==> src/rtl/pcpi_issue_seq.sv <==
// pcpi_issue_seq: stand-alone PCPI initiator. Takes (insn, rs1, rs2) commands
// on a valid/ready stream, runs one PCPI transaction per command with
// picorv32-style timeout handling, and returns rd/wr/status on a response stream.
`timescale 1ns/1ps

module pcpi_issue_seq #(
  parameter int TIMEOUT  = 16,  // ISSUE cycles without pcpi_wait before abort, >= 1
  parameter int MAX_WAIT = 0    // absolute ISSUE-cycle cap, 0 = unlimited
) (
  input  logic        clk,
  input  logic        resetn,
  input  logic        cmd_valid,
  output logic        cmd_ready,
  input  logic [31:0] cmd_insn,
  input  logic [31:0] cmd_rs1,
  input  logic [31:0] cmd_rs2,
  output logic        pcpi_valid,
  output logic [31:0] pcpi_insn,
  output logic [31:0] pcpi_rs1,
  output logic [31:0] pcpi_rs2,
  input  logic        pcpi_wr,
  input  logic [31:0] pcpi_rd,
  input  logic        pcpi_wait,
  input  logic        pcpi_ready,
  output logic        rsp_valid,
  input  logic        rsp_ready,
  output logic [31:0] rsp_rd,
  output logic        rsp_wr,
  output logic [1:0]  rsp_status,
  output logic        busy,
  output logic [15:0] cnt_ok,
  output logic [15:0] cnt_err
);

  localparam int TW = $clog2(TIMEOUT + 1);
  localparam int WW = (MAX_WAIT == 0) ? 1 : $clog2(MAX_WAIT + 1);

  localparam logic [TW-1:0] T_LOAD = TW'(TIMEOUT);
  localparam logic [WW-1:0] W_LAST = (MAX_WAIT == 0) ? '0 : WW'(MAX_WAIT - 1);

  localparam logic [1:0] ST_OK         = 2'b00;
  localparam logic [1:0] ST_TIMEOUT    = 2'b01;
  localparam logic [1:0] ST_WAIT_ABORT = 2'b10;

  typedef enum logic [1:0] {
    S_IDLE  = 2'd0,
    S_ISSUE = 2'd1,
    S_RESP  = 2'd2
  } state_t;

  state_t          state;
  state_t          state_next;
  logic [TW-1:0]   tcnt;
  logic [TW-1:0]   tcnt_next;
  logic [WW-1:0]   wcnt;
  logic            fin;
  logic [1:0]      fin_status;

  // State register.
  // NOTE: sequential state uses non-blocking assignments so every flop samples
  // the pre-edge values regardless of process ordering.
  always_ff @(posedge clk) begin
    if (!resetn) state <= S_IDLE;
    else         state <= state_next;
  end

  // Next-state, handshake outputs and ISSUE-phase priority decode.
  // NOTE: every output of this block is given a default first, so no path
  // leaves a signal unassigned and no latch is inferred.
  always_comb begin
    state_next = state;
    cmd_ready  = 1'b0;
    pcpi_valid = 1'b0;
    rsp_valid  = 1'b0;
    busy       = 1'b1;
    fin        = 1'b0;
    fin_status = ST_OK;
    tcnt_next  = tcnt;
    case (state)
      S_IDLE: begin
        cmd_ready = 1'b1;
        busy      = 1'b0;
        if (cmd_valid) state_next = S_ISSUE;
      end
      S_ISSUE: begin
        pcpi_valid = 1'b1;
        // ready beats both aborts; wait only reloads the idle-timeout counter
        if (pcpi_ready) begin
          fin        = 1'b1;
          fin_status = ST_OK;
        end else if ((MAX_WAIT != 0) && (wcnt == W_LAST)) begin
          fin        = 1'b1;
          fin_status = ST_WAIT_ABORT;
        end else if (pcpi_wait) begin
          tcnt_next = T_LOAD;
        end else if (tcnt == TW'(1)) begin
          fin        = 1'b1;
          fin_status = ST_TIMEOUT;
        end else begin
          tcnt_next = tcnt - TW'(1);
        end
        if (fin) state_next = S_RESP;
      end
      S_RESP: begin
        rsp_valid = 1'b1;
        if (rsp_ready) state_next = S_IDLE;
      end
      default: state_next = S_IDLE;
    endcase
  end

  // Command latch, timeout counters, response capture and statistics.
  always_ff @(posedge clk) begin
    if (!resetn) begin
      pcpi_insn  <= '0;
      pcpi_rs1   <= '0;
      pcpi_rs2   <= '0;
      tcnt       <= '0;
      wcnt       <= '0;
      rsp_rd     <= '0;
      rsp_wr     <= 1'b0;
      rsp_status <= ST_OK;
      cnt_ok     <= '0;
      cnt_err    <= '0;
    end else begin
      case (state)
        S_IDLE: begin
          if (cmd_valid) begin
            pcpi_insn <= cmd_insn;
            pcpi_rs1  <= cmd_rs1;
            pcpi_rs2  <= cmd_rs2;
            tcnt      <= T_LOAD;
            wcnt      <= '0;
          end
        end
        S_ISSUE: begin
          tcnt <= tcnt_next;
          wcnt <= wcnt + WW'(1);
          if (fin) begin
            // aborts report no write and a zero result
            rsp_wr     <= (fin_status == ST_OK) && pcpi_wr;
            rsp_rd     <= ((fin_status == ST_OK) && pcpi_wr) ? pcpi_rd : '0;
            rsp_status <= fin_status;
          end
        end
        S_RESP: begin
          // pcpi_ready/pcpi_wr are deliberately ignored here (stale responders)
          if (rsp_ready) begin
            if (rsp_status == ST_OK) begin
              if (cnt_ok != 16'hFFFF) cnt_ok <= cnt_ok + 16'd1;
            end else begin
              if (cnt_err != 16'hFFFF) cnt_err <= cnt_err + 16'd1;
            end
          end
        end
        default: ;
      endcase
    end
  end

endmodule
==> config.mk <==
export PLATFORM = sky130hd
export DESIGN_NAME = pcpi_issue_seq
export DESIGN_NICKNAME = d
export VERILOG_FILES = /design/src/rtl/pcpi_issue_seq.sv
export SDC_FILE = /design/constraint.sdc
export NUM_CORES = 1
export LEC_CHECK = 0
export CAP_MARGIN = 20
export CORE_ASPECT_RATIO = 1.75
export CORE_MARGIN = 2
export CORE_UTILIZATION = 42
export CTS_BUF_LIST = sky130_fd_sc_hd__clkbuf_4
export DETAILED_ROUTE_END_ITERATION = 10
export PLACE_DENSITY = 0.82
export SKIP_LAST_GASP = 1
export SLEW_MARGIN = 5
export SYNTH_ARGS = -nofsm -noshare
export SYNTH_HDL_FRONTEND = slang
export SYNTH_SLANG_ARGS = --single-unit
==> constraint.sdc <==
create_clock -name clk -period 2.1 [get_ports clk]
set_clock_uncertainty 0.2 [all_clocks]
set_input_delay 0.42 -clock clk [delete_from_list [all_inputs] [get_ports clk]]
set_output_delay 0.42 -clock clk [all_outputs]
set_load 0.01 [all_outputs]
# Yosys cells after proc, flatten, opt, wreduce, memory -nomap -nowiden
# Index checks and enable logic that the tools add are counted.
dict set report word_totals {
  register_bits 170
  inputBits 135
  output_inout_bits 167
  wordCells 58
}
dict set report op_classes {
  addsub 3
  n_eq_ne 10
  n_mux 23
  n_bitwise 1
  reduce_logical 11
}
# cell n
set op_table {}
lappend op_table {{adder 16 x 1 -> 16 bit, second input constant} 2}
lappend op_table {{two-way mux 32 bit} 1}
lappend op_table {{inequality test 16 bit, second input constant} 2}
lappend op_table {{two-way mux 5 bit} 4}
lappend op_table {{two-way mux 1 bit} 13}
lappend op_table {{AND reduction 4 bit} 3}
lappend op_table {{one-hot mux 5 bit (2 select lines)} 1}
lappend op_table {{inequality test 2 bit, second input constant} 4}
lappend op_table {{logical NOT 2 bit} 3}
lappend op_table {{two-way mux 2 bit} 3}
lappend op_table {{one-hot mux 2 bit (3 select lines)} 1}
lappend op_table {{equality test 5 x 1 -> 1 bit, second input constant} 1}
lappend op_table {{subtractor 5 x 1 -> 5 bit, second input constant} 1}
lappend op_table {{AND reduction 2 bit} 2}
lappend op_table {{inequality test 3 bit, second input constant} 1}
lappend op_table {{AND reduction 3 bit} 1}
lappend op_table {{equality test 2 x 1 -> 1 bit, second input constant} 1}
lappend op_table {{equality test 2 bit, second input constant} 1}
lappend op_table {{nonzero test 2 bit} 1}
lappend op_table {{logical AND 1 bit} 1}
lappend op_table {{NOT 1 bit} 1}

# Logic depth before layout (Yosys ltp)
dict set report logic_depth {
  depth_word 8
  depth_mapped 7
  mapped_depth_nobuf 5
}

# Worst setup path after synthesis
# Ideal clock, no wire load.
dict set report synth_timing {
  kind {register to register}
  startpoint {reg cnt_ok[0]}
  endpoint {reg cnt_ok[10]}
  setup_time_ns 0.116
  arrival_time_ns 1.443
  required_ns 1.784
  slack_ns 0.340
  path_stages_with_launch 6
  n_path_buf 0
  synth_period_minus_slack_ns 1.760
  path_cell_list {dfxtp_1 ha_1 and3_1 nand2_2 or4_1 o211a_1}
}
dict set report synth_via {
  elab_chain_len 2
}
# element line_no
set synth_lines {}
lappend synth_lines {{start, declared} 31} ;# output logic [15:0] cnt_ok,
lappend synth_lines {{start signal, assigned} 150} ;# if (cnt_ok != 16'hFFFF) cnt_ok <= cnt_ok + 16'd1;
lappend synth_lines {{parallel branches: the longest is 2 deep, another holds adder 16 x 1 -> 16 bit} --}
# Several ways; the timed one is not identified.
# A chain may end at the register's enable or synchronous reset.

# Worst setup path in the final report
dict set report layout_timing {
  startpoint {reg rsp_rd[31]}
  endpoint {out rsp_rd[31]}
}
# element line_no
set layout_rtl {}
lappend layout_rtl {{start, declared} 27} ;# output logic [31:0] rsp_rd,
lappend layout_rtl {{start signal, assigned} 142} ;# rsp_rd <= ((fin_status == ST_OK) && pcpi_wr) ? pcpi_rd : '0;
# No word-level cell between the ends.

==> run summary <==
Share of layout cells above drive strength 1: 0.1170
Top delay family on crit path: buffers and inverters
Clock transition at path regs: 0.17 ns
Final wirelength: 20200 um
Worst r2r dst: cnt_ok[10]
Placed cell areas: 0.009804 mm2
Overall Power: 6.202 mW
Nets: 1194
Bufs and invs on worst path: 1
Drt initial violations: 235
Die ar.: 0.01660 mm2
Leakage power: 4.697 nW
CTS tree: done
Synth area leader: dfxtp_1
Vias in the first global route: 6193
Final period util: 0.9602
Final Cell Area: 0.01007 mm2
Setup ws final: 0.08350 ns
Mapped cell area: 0.006531 mm2
Synth Warn #: 0
GR Util All Layers: 0.2340
Residual DRC count: 0
Unrepaired setup endpoints after global routing: true
Max stage delay on crit path: 0.53 ns
Core area: 0.01531 mm2
Initial core utilization: 0.4265
Top post-synthesis cells by area: dfxtp_1 52%, nand2_1 13%, a21oi_1 8.6%
Final setup fails: 0
H-tree levels: 4
Layout area overhead: 54.12%
CP max FO: 2
Clock sinks: 169
Worst Hold Class: input port to flop
Post-synth ARST share: 0
Post-route setup TNS: 0 ns
Post-DR wirelength/cell: 16.09 um
EDFF count, synth: 0
Yosys top cell area share: 0.5180
Pre-antenna DRT Iters: 6
Hold path endpoint: pcpi_insn[9]
Status: completed
Rows: 60
Die W: 98.27 um
Synth Instances: 752
CP arrival: 1.40 ns
Prevailing post-synth register cell: dfxtp_1
Synth Register Bits: 169
CTS root buffer: clkbuf_4
Max-Cap Viols: 0
Port bufs: 300
CP cell instances: clkdlybuf4s50_1
CP Class: flop to output pin
Max_slew headroom: 0.5351
CP required: 1.48 ns
First-pass GRT wire length: 31550 um
Die height: 169.0 um
Worst r2r src: state[0]
Flop-to-flop setup slack: 0.20 ns
Fill cells: 1329
CTS max path bufs: 2
Placer congestion estimate: 0.8568
Synth cell count leaders: 224 x nand2_1, 169 x dfxtp_1, 112 x a21oi_1
Power density over the cells: 616.2 mW/mm2
Cell depth of the worst hold path: 3
Sequential fraction of the synthesis area: 0.5180
Mean Syn Cell Area: 8.685 um2
Worst Tran Pin Value: 0.6974 ns
Final Hold Vio Count: 0
Worst reg-to-reg path cell count: 6
Final slew viol count: 0
Slowest-stage cell, CP: clkdlybuf4s50_1
Kind of start point of the critical path: flop
CTS Buf Count: 17
Post-DP HPWL: 14650 um
F_max: 495.9 MHz
Pin count of the biggest net entering global routing: 66
Count leader, synth: nand2_1
Crit path time final: 2.016 ns
Hold Path Origin: cmd_insn[9]
Remaining Overflow, GRT: 0
Via count: 6465
DP Worst Slack: -0.3426 ns
Worst setup EP type: output pin
Worst vdd ir: 0.3704 mV
Yosys cell types: 58
IO Count: 302
Remaining antenna violation count: 0
Initial antenna violation count: 1
Via/cell ratio: 5.151
Clk_lat worst skew: 0.54 ns
Syn nets: 891
cell families (layout without fill, tap and decap cells):
kind of cell    after synthesis  count (layout)  share of synthesized area
other cells                   1               2                  0.0005742
flops                       169             169                     0.5180
buf+inv                      59             375                    0.04406
compound gates              179             179                     0.1659
mux                          14              14                    0.02146
fa+ha+maj                     4               4                   0.007663
simple gates                326             326                     0.2423
flip-flops by register name, summed over array words and instances, names as in the netlist:
register    count
cnt_err        16
cnt_ok         16
pcpi_insn      32
pcpi_rs1       32
pcpi_rs2       32
rsp_rd         32
rsp_status      1
rsp_wr          1
state           2
tcnt            5
how the worst max path moves through the flow:
stage               cells after the start  startpoint    endpoint
floorplan                               5   cnt_ok[0]  cnt_ok[10]
global placement                        6   rsp_ready  cnt_ok[10]
detailed placement                      6   rsp_ready  cnt_ok[10]
CTS                                     3    state[1]  pcpi_valid
global route                            3    state[1]  pcpi_valid
finish                                  1  rsp_rd[31]  rsp_rd[31]
final cells by class:
class                   instances  area [um2]  share of cell area
flip-flops and latches        169        3490              0.3467
repair buffers                334        3171              0.3150
multi-input cells             524        2878              0.2859
well taps                     186       232.7             0.02312
clock inverters                15       130.1             0.01293
clock buffers                  17       127.6             0.01268
inverters                       9       35.03            0.003480
diodes                          1       2.502           0.0002486
stage by stage:
stage | hold slack [ns] | instances | util
after floorplan | 0.2479 | 752 | -
after global placement | 0.2316 | 1217 | 0.6402
after detailed placement | 0.2456 | 1217 | 0.6402
after CTS | 0.1348 | 1253 | 0.6544
after global routing | 0.1472 | 1255 | 0.6573
final | 0.1941 | 1255 | 0.6573
cells in the final DEF, fill, tap and decap left out, drive strengths merged, types with 10 or more instances in the layout:
cell,instances
clkbuf,19
a22o,32
or3,10
o21ai,13
dfxtp,169
nand2b,12
mux2i,14
nand2,226
inv,18
nand3,10
dlymetal6s2s,17
clkdlybuf4s50,135
dlygate4sd2,146
buf,34
nand4,13
a21oi,112
layer usage:
layer	track usage	share of wire	routed length (um)	vias to the layer above
met4	0.07921	0.022	452	0
li1	-	-	-	3208
met5	0	0	0	-
met1	0.2559	0.38	7758	3006
met2	0.4357	0.54	10900	224
met3	0.05863	0.054	1088	27
power by group:
group	leakage (nW)	total, mW	switching (mW)	internal (mW)
sequential	1.40	3.39	0.0689	3.33
combinational	3.15	1.01	0.481	0.525
clock	0.141	1.80	1.28	0.521
total	4.70	6.20	1.83	4.37
what timing repair did:
| action | 4_1_cts | 5_1_grt |
|---|---|---|
| hold buffers | 0 | 0 |
| pin swaps | 0 | 1 |
| gates resized for setup | 213 | 20 |
| buffers inserted | 4 | 1 |
| endpoints found under the setup margin | 148 | 20 |
(Power assumes the default switching activity.)
